## src/rtl/div_pkg.sv

```systemverilog
`default_nettype none
// +------------------------------------------------------------------+
// | div_pkg : shared types and constants for the divider sequencer   |
// | Revision: 1.0                                                    |
// +------------------------------------------------------------------+
package div_pkg;

    localparam int OPERAND_W         = 32;
    localparam int RESULT_W          = 64;
    localparam int CNT_W             = 4;
    localparam int SETTLE_CYCLES_DEF = 2;

    localparam logic [RESULT_W-1:0] DIV0_QUOTIENT = {RESULT_W{1'b1}};

    typedef enum logic [1:0] {
        ST_IDLE   = 2'd0,
        ST_SETTLE = 2'd1,
        ST_DONE   = 2'd2
    } state_e;

endpackage
`default_nettype wire

```

## src/rtl/sat_counter.sv

```systemverilog
`default_nettype none
// +------------------------------------------------------------------+
// | sat_counter : up-counter that sticks at all-ones                 |
// | Revision: 1.0                                                    |
// +------------------------------------------------------------------+
module sat_counter #(
    parameter int WIDTH = 8
) (
    input  logic             clk,
    input  logic             rst_n,
    input  logic             i_en,
    output logic [WIDTH-1:0] o_count
);

    logic [WIDTH-1:0] r_count;

    always_ff @(posedge clk or negedge rst_n) begin
        if (!rst_n) begin
            r_count <= '0;
        end else if (i_en && (r_count != {WIDTH{1'b1}})) begin
            r_count <= r_count + WIDTH'(1);
        end
    end

    assign o_count = r_count;

endmodule
`default_nettype wire

```

## src/rtl/div_sequencer.sv

```systemverilog
`default_nettype none
// +------------------------------------------------------------------+
// | div_sequencer : holds operands on an external combinational      |
// | divider, captures its result, and short-circuits divide-by-zero  |
// | Revision: 1.0                                                    |
// +------------------------------------------------------------------+
module div_sequencer
    import div_pkg::*;
#(
    parameter int SETTLE_CYCLES = SETTLE_CYCLES_DEF
) (
    input  logic                 clk,
    input  logic                 rst_n,
    input  logic                 in_valid,
    output logic                 in_ready,
    input  logic [OPERAND_W-1:0] in_dividend,
    input  logic [OPERAND_W-1:0] in_divisor,
    output logic [OPERAND_W-1:0] div_dividend,
    output logic [OPERAND_W-1:0] div_divisor,
    input  logic [RESULT_W-1:0]  div_quotient,
    input  logic [RESULT_W-1:0]  div_remainder,
    output logic                 out_valid,
    input  logic                 out_ready,
    output logic [RESULT_W-1:0]  out_quotient,
    output logic [RESULT_W-1:0]  out_remainder,
    output logic                 out_error,
    output logic [7:0]           err_count
);

    localparam logic [CNT_W-1:0] c_settle = CNT_W'(SETTLE_CYCLES);

    state_e                 r_state;
    logic [CNT_W-1:0]       r_cnt;
    logic                   r_up;
    logic [OPERAND_W-1:0]   r_dividend;
    logic [OPERAND_W-1:0]   r_divisor;
    logic [RESULT_W-1:0]    r_quot;
    logic [RESULT_W-1:0]    r_rem;
    logic                   r_err;

    logic                   w_accept;
    logic                   w_div0;

    // r_up keeps in_ready low until the first edge after reset release
    assign in_ready  = r_up && (r_state == ST_IDLE);
    assign out_valid = (r_state == ST_DONE);
    assign w_accept  = in_valid && in_ready;
    assign w_div0    = (in_divisor == '0);

    always_ff @(posedge clk or negedge rst_n) begin
        if (!rst_n) begin
            r_state    <= ST_IDLE;
            r_cnt      <= '0;
            r_up       <= 1'b0;
            r_dividend <= '0;
            r_divisor  <= '0;
            r_quot     <= '0;
            r_rem      <= '0;
            r_err      <= 1'b0;
        end else begin
            r_up <= 1'b1;
            case (r_state)
                ST_IDLE: begin
                    if (w_accept) begin
                        r_dividend <= in_dividend;
                        r_divisor  <= in_divisor;
                        if (w_div0) begin
                            r_quot  <= DIV0_QUOTIENT;
                            r_rem   <= {{(RESULT_W-OPERAND_W){1'b0}}, in_dividend};
                            r_err   <= 1'b1;
                            r_state <= ST_DONE;
                        end else begin
                            r_cnt   <= c_settle;
                            r_state <= ST_SETTLE;
                        end
                    end
                end
                ST_SETTLE: begin
                    r_cnt <= r_cnt - CNT_W'(1);
                    if (r_cnt == CNT_W'(1)) begin
                        r_quot  <= div_quotient;
                        r_rem   <= div_remainder;
                        r_err   <= 1'b0;
                        r_state <= ST_DONE;
                    end
                end
                ST_DONE: begin
                    if (out_ready) begin
                        r_state <= ST_IDLE;
                    end
                end
                default: r_state <= ST_IDLE;
            endcase
        end
    end

    assign div_dividend  = r_dividend;
    assign div_divisor   = r_divisor;
    assign out_quotient  = r_quot;
    assign out_remainder = r_rem;
    assign out_error     = r_err;

    sat_counter #(
        .WIDTH (8)
    ) u_err_cnt (
        .clk     (clk),
        .rst_n   (rst_n),
        .i_en    (w_accept && w_div0),
        .o_count (err_count)
    );

endmodule
`default_nettype wire

```

## config.mk

```make
export PLATFORM = sky130hd
export DESIGN_NAME = div_sequencer
export DESIGN_NICKNAME = d
export VERILOG_FILES = /design/src/rtl/div_pkg.sv /design/src/rtl/sat_counter.sv /design/src/rtl/div_sequencer.sv
export SDC_FILE = /design/constraint.sdc
export NUM_CORES = 1
export LEC_CHECK = 0
export CORE_AREA = 3 3 155 157
export DETAILED_ROUTE_END_ITERATION = 12
export DIE_AREA = 0 0 158 160
export PLACE_DENSITY = 0.84
export REMOVE_ABC_BUFFERS = 1
export SYNTH_ARGS = -nofsm -noshare
export SYNTH_HDL_FRONTEND = slang
export SYNTH_SLANG_ARGS = --single-unit
```

## constraint.sdc

```tcl
create_clock -name clk -period 3.1 [get_ports clk]
set_input_delay 0.93 -clock clk [delete_from_list [all_inputs] [get_ports clk]]
set_output_delay 0.93 -clock clk [all_outputs]
set_load 0.01 [all_outputs]
```

==> flow_summary.ini, run 1 <==
[clock_network]
clk_latency_ps = 490
cts_resized = 0
cts_tree = yes
clockBufferDepth = 3
cts_root_buf = clkbuf_16
htree_num_levels = 1
cts_buffers = 23
hold_buffers = 0
cts_setup_buffers = 0
numClockSinks = 208
path_clk_slew_ps = 60

[floorplan]
io_pins = 399
design.core.area_mm2 = 0.02264
die_w_um = 158
dieArea_mm2 = 0.02528
rows = 55
fp.dieH_um = 160
start_util_pct = 37.65

[sta]
final_max_slew_viol_count = 0
fin_crit_ps = 2875
hold_viol = 0
slew_headroom_pct = 48.47
finalSetupViolCount = 0
fin_skew_ps = 8.214
fmax_ghz = 0.3478
finalCritPeriodShare_pct = 92.74
rsz0062_at_grt = false
timing.setup.tns_ps = 0
whs_ps = 473.7
worst_pin_slew_ps = 773.0

[synth]
netlist_instances = 957
netlist.area_leader.share_pct = 61.07
synth-edff-count = 0
avgSynthCellArea_um2 = 8.906
ys.flop_type = dfrtp_1
ys_warn_count = 0
syn_area_mm2 = 0.008523
synth_cell_type_count = 34
synth_area_leaders = dfrtp_1, nor2_1, nand2_1
ys_seq_elements = 208
yosysTopAreaCell = dfrtp_1
synthArstFlopShare_pct = 100.0
seq_area_frac_synth_pct = 61.07

[power]
total_power_mw = 13.42
ir_drop_uv = 671.0
p_leak_nw = 6.059
power_density_mw_per_mm2 = 974.6

[hold_path]
hold_class = reg2reg
min_from = div_divisor[22]

[critical_path]
worstSetupEndpointType = primary output
r2r-start = r_state[0]
cp-startpoint = r_state[0]
critical_path.startpoint_type = register
crit_chain = nor3b_4, clkdlybuf4s50_1
criticalPathCategory = reg2out
required_ps = 2170
path_delay_family = buffers and inverters
crit_buf_inv = 1
cp_slowest_stage_delay_ps = 600
cp.arrival_ps = 1940
worst_path_max_delay_cell = clkdlybuf4s50_1
cp_max_fo = 16

[finish]
utilization_pct = 60.83
num-fill-cells = 1818
regArea_mm2 = 0.005207
multiInputGateArea_mm2 = 0.003033
area_growth_pct = 61.58
layout.nets = 1546
layout-drive-gt1-share_pct = 6.456

[detailed_routing]
dr.pass1.iters = 5
num_vias = 8352
wl_um = 29950
wl_per_cell_um = 18.15
post-route-drc-count = 0
ant_nets = 0
vias_per_cell = 5.062
drt_iter0_drc = 568

[placed_design]
gp_congestion = 0.8241
dp_hpwl_um = 21910
numPortBuffers = 398

[grt]
grt_pass1_wl_um = 46180
met1_usage_pct = 26.59
global_route.usage.met3_pct = 6.748
track_usage_pct = 22.86
grt_pass1_vias = 8520
grt_start_max_net_pins = 90
overflow = 0
met2_usage_pct = 40.19
top_usage_layer = met2
grt_antenna_before_repair = 2

[outcome]
status = completed

[flow_run]
max-cap-violations = 0
-- stage by stage --
stage | setup WS [ps] | instance area (µm²) | cells
after floorplan | -2835 | 8233 | 890
after global placement | -168.4 | 12970 | 1607
after detailed placement | -195.7 | 12970 | 1607
after CTS | 194.1 | 13770 | 1648
after global routing | 160.8 | 13770 | 1649
final | 225.0 | 13770 | 1650
-- cell usage in the layout (no fill, tap or decap), types with 5 or more instances in the layout --
cell             netlist  routed
nor4_1                40      40
nand2_1              230     228
clkinv_2               0       8
dfrtp_1              208     206
clkbuf_16              0      23
inv_1                  6       6
clkdlybuf4s50_1        0     397
a31oi_1               32      32
nor2_1               231     231
nor3_1                67      65
nand4_1                5       5
buf_4                  2      25
nand3_1               39      39
buf_12                 0       9
-- metal layers --
layer | up-vias | share of wire, % | wire length, µm
li1 | 3917 | - | -
met1 | 3969 | 38 | 11300
met2 | 400 | 50 | 14870
met3 | 64 | 9.6 | 2867
met4 | 2 | 3.0 | 910
met5 | - | 0.030 | 9
-- worst reg2reg max path, cell delays in order (launching register included) --
cell and delay, ps:
dfrtp_2 630, inv_1 180, nor2_1 390, nand2_4 500, buf_4 460, nor2_1 170
nor2_1 60
-- synthesized netlist by cell type (2+ instances only) --
master and n:
and3_1 4, xor2_1 2, buf_2 7, nor3_1 67, buf_6 3, nand3_1 39
buf_1 9, o22ai_1 2, nand2_1 230, nand4_1 5, nor4_1 40, clkbuf_1 46
dfrtp_1 208, a21oi_1 3, a31oi_1 32, nor2_1 231, xnor2_1 4, inv_1 6
buf_4 2, ha_1 3
-- power breakdown --
group | internal [mW] | total (mW) | switching, mW
Sequential | 3.98 | 4.74 | 0.753
Clock | 1.74 | 2.84 | 1.10
Combinational | 3.14 | 5.85 | 2.71
Total | 8.86 | 13.4 | 4.56
-- path summary, 6_finish.rpt --
| check | slack (ps) | endpoint | depth (start not counted) |
|---|---|---|---|
| min in group asynchronous | 510 | div_divisor[4] | 1 |
| max in group asynchronous | 1860 | div_dividend[0] | 2 |
| max | 230 | in_ready | 2 |
| min | 470 | div_divisor[22] | 2 |
| max reg2reg | 600 | out_quotient[49] | 6 |
| min reg2reg | 470 | div_divisor[22] | 2 |
-- area by class of cell --
type,instances,share of cell area [%]
Tap cell,285,2.589
Clock inverter,15,1.345
Antenna cell,2,0.03634
Inverter,6,0.1635
Clock buffer,26,4.406
Multi-Input combinational cell,676,22.02
Timing Repair Buffer,432,31.63
Sequential cell,208,37.81
-- cell families after synthesis --
| logic type | count (synthesis) | share of synthesized area [%] |
|---|---|---|
| buffers and inverters | 73 | 3.670 |
| AO/OA/AOI/OAI | 41 | 3.024 |
| other | 1 | 0.04400 |
| XOR/XNOR | 6 | 0.6166 |
| flip-flops | 208 | 61.07 |
| AND/OR/NAND/NOR | 622 | 30.75 |
| adder cells (fa/ha/maj) | 3 | 0.4404 |
| multiplexers | 3 | 0.3817 |
-- flip-flops by register name (all words and copies together), names as in the netlist --
name and cells:
out_remainder 64, r_up 1, u_err_cnt.o_count 8, div_dividend 32, out_error 1, r_state 2, div_divisor 32, out_quotient 64
r_cnt 4
No activity file was read; power rests on OpenSTA's default activity.
==> run 2: changes to the inputs <==
--- a/config.mk
+++ b/config.mk
@@ -5,10 +5,11 @@
 export SDC_FILE = /design/constraint.sdc
 export NUM_CORES = 1
 export LEC_CHECK = 0
+export ABC_AREA = 1
 export CORE_AREA = 3 3 155 157
 export DETAILED_ROUTE_END_ITERATION = 12
 export DIE_AREA = 0 0 158 160
-export PLACE_DENSITY = 0.84
+export PLACE_DENSITY = 0.87
 export REMOVE_ABC_BUFFERS = 1
 export SYNTH_ARGS = -nofsm -noshare
 export SYNTH_HDL_FRONTEND = slang
==> flow_summary.ini, run 2 <==
[power]
power_density_mw_per_mm2 = 1059
p_leak_nw = 6.870
ir_drop_uv = 620.0

[synth]
seq_area_frac_synth_pct = 56.53
synth.area.mux_share_pct = 0
synth_xor_xnor_area_share_pct = 0.3805
synthTopCellsByCount = nand2_1, dfrtp_1, nand3_1
avgSynthCellArea_um2 = 8.265
yosys.cell_count.top_type = nand2_1
syn_area_mm2 = 0.009208
ys_warn_count = 0
synth_cell_type_count = 24
synthAdderAreaFrac_pct = 0.4077
netlist_instances = 1114
synth_top_family_by_area = simple AND/OR/NAND/NOR gates
netlist.area_leader.share_pct = 56.53
synth-edff-count = 0
ys.flop_type = dfrtp_1
ys_seq_elements = 208
yosysTopAreaCell = dfrtp_1
synth_compound_area_share_pct = 3.696
synthArstFlopShare_pct = 100.0
synth_area_leaders = dfrtp_1, nand2_1, nand3_1
yosys.area_share.simple_pct = 33.82

[sta]
fmax_ghz = 0.3472
finalCritPeriodShare_pct = 92.90
fin_skew_ps = 19.28
worst_pin_slew_ps = 826.8
slew_headroom_pct = 44.81
rsz0062_at_grt = false
fin_ws_ps = 220.2
finalSetupViolCount = 0
timing.setup.tns_ps = 0
final_max_slew_viol_count = 0
hold_viol = 0
fin_crit_ps = 2880

[clock_network]
cts_tree = yes
cts_resized = 0
clk_latency_ps = 510
cts_setup_buffers = 0
numClockSinks = 208
htree_num_levels = 1
path_clk_slew_ps = 70
cts_buffers = 23
hold_buffers = 0
clockBufferDepth = 3
cts_root_buf = clkbuf_16

[finish]
regArea_mm2 = 0.005205
layout-drive-gt1-share_pct = 9.073
antenna_cells = 0
stdcell_area_mm2 = 0.01433
final_common_cell = nand2_1
num-fill-cells = 1796
layout.nets = 1685
layout_common_cells = nand2_1, clkdlybuf4s50_1, dfrtp_1
area_growth_pct = 55.61
multiInputGateArea_mm2 = 0.003555

[critical_path]
worstSetupEndpointType = primary output
worst_path_max_delay_cell = clkdlybuf4s50_1
cp_slowest_stage_delay_ps = 570
ff2ff_setup_slack_ps = 880
rr_worst_depth = 10
criticalPathCategory = reg2out
crit_chain = nor2_4, and2_2, clkdlybuf4s50_1
crit_buf_inv = 1
required_ps = 2170
path_delay_family = buffers and inverters
critical_path.startpoint_type = register
cp_max_fo = 4
r2r-start = r_cnt[1]
cp.arrival_ps = 1950
reg2reg_to = out_quotient[39]

[detailed_routing]
num_vias = 9197
vias_per_cell = 5.155
post-route-drc-count = 0
wl_per_cell_um = 17.73
dr.pass1.iters = 6
wl_um = 31640
drt_iter0_drc = 742
ant_nets = 0

[outcome]
status = completed

[placed_design]
numPortBuffers = 398
gp_congestion = 0.8923
dpl_cell_area_mm2 = 0.01355
dp_slack_ps = 279.7
dp_hpwl_um = 22070

[floorplan]
start_util_pct = 40.67
fp.dieH_um = 160
dieArea_mm2 = 0.02528
rows = 55
io_pins = 399
design.core.area_mm2 = 0.02264
die_w_um = 158

[grt]
overflow = 0
grt_pass1_wl_um = 49620
grt_antenna_before_repair = 0
grt_pass1_vias = 9413
track_usage_pct = 24.33
grt_start_max_net_pins = 75

[hold_path]
hold_class = in2async

[flow_run]
max-cap-violations = 0
run 2: changes by cell type in the layout (fill, tap and decap cells not counted), moves of 13 or more:
cell / delta
o21ai_0: +66
nor3_1: -64
nor2_1: -207
nor4_1: -40
nand2_1: +237
buf_4: -13
a31oi_1: -32
or2_2: +66
inv_1: +39
nand3_1: +66
nand4_1: +35
run 2: power breakdown:
group / total (mW) / internal (mW) / switching [mW] / leakage [nW]
clock network: 2.83 / 1.74 / 1.10 / 0.386
logic: 7.58 / 3.55 / 4.04 / 3.89
registers: 4.75 / 4.01 / 0.747 / 2.59
run 2: final cells by class:
cell class | count | area share (%)
tap | 285 | 2.489
sequential | 208 | 36.33
clock inverter | 8 | 0.8209
multi-input combinational | 788 | 24.81
clock buffer | 30 | 4.620
timing repair buffer | 419 | 29.72
inverter | 46 | 1.214
run 2: per-layer routing:
layer	global-route usage, %	up-vias	routed length [µm]
li1	-	4268	-
met1	29.10	4335	11810
met4	10.87	0	1471
met2	40.63	497	15230
met5	0	-	0
met3	6.911	97	3130
run 2: worst register-to-register path, stage by stage (launching register included):
cell and delay, ps:
dfrtp_1 400, inv_1 90, ha_1 150, nand2_1 60, nor2_2 70, buf_4 320, nor2_1 170, nor2_4 240
buf_12 290, nand3_1 250, nand2_1 110
run 2: how the worst max path moves through the flow:
stage	to	cells after the start	slack, ps	startpoint
floorplan	out_error	8	-4930	in_divisor[7]
global placement	out_quotient[32]	10	340	in_divisor[20]
detailed placement	u_err_cnt.o_count[0]	10	280	in_divisor[21]
CTS	in_ready	3	190	r_state[0]
global route	in_ready	3	130	r_state[0]
finish	in_ready	3	220	r_state[0]
run 2: kinds of logic after synthesis:
logic type / count (synthesis)
XOR/XNOR: 4
buffers and inverters: 118
AO/OA/AOI/OAI: 68
adder cells (fa/ha/maj): 3
flip-flops: 208
AND/OR/NAND/NOR: 712
other: 1
run 2: per-stage QoR:
| step | std cells | hold WS, ps | total power, mW | util (%) |
|---|---|---|---|---|
| 4_1_cts | 1784 | 470.2 | 15.28 | 63.28 |
| 3_5_place_dp | 1746 | 457.4 | 12.32 | 59.84 |
| 2_1_floorplan | 1042 | 464.4 | 8.164 | - |
| 5_1_grt | 1784 | 485.5 | 16.25 | 63.28 |
| 3_3_place_gp | 1746 | 452.8 | 12.10 | 59.84 |
| 6_report | 1784 | 462.4 | 15.17 | 63.28 |
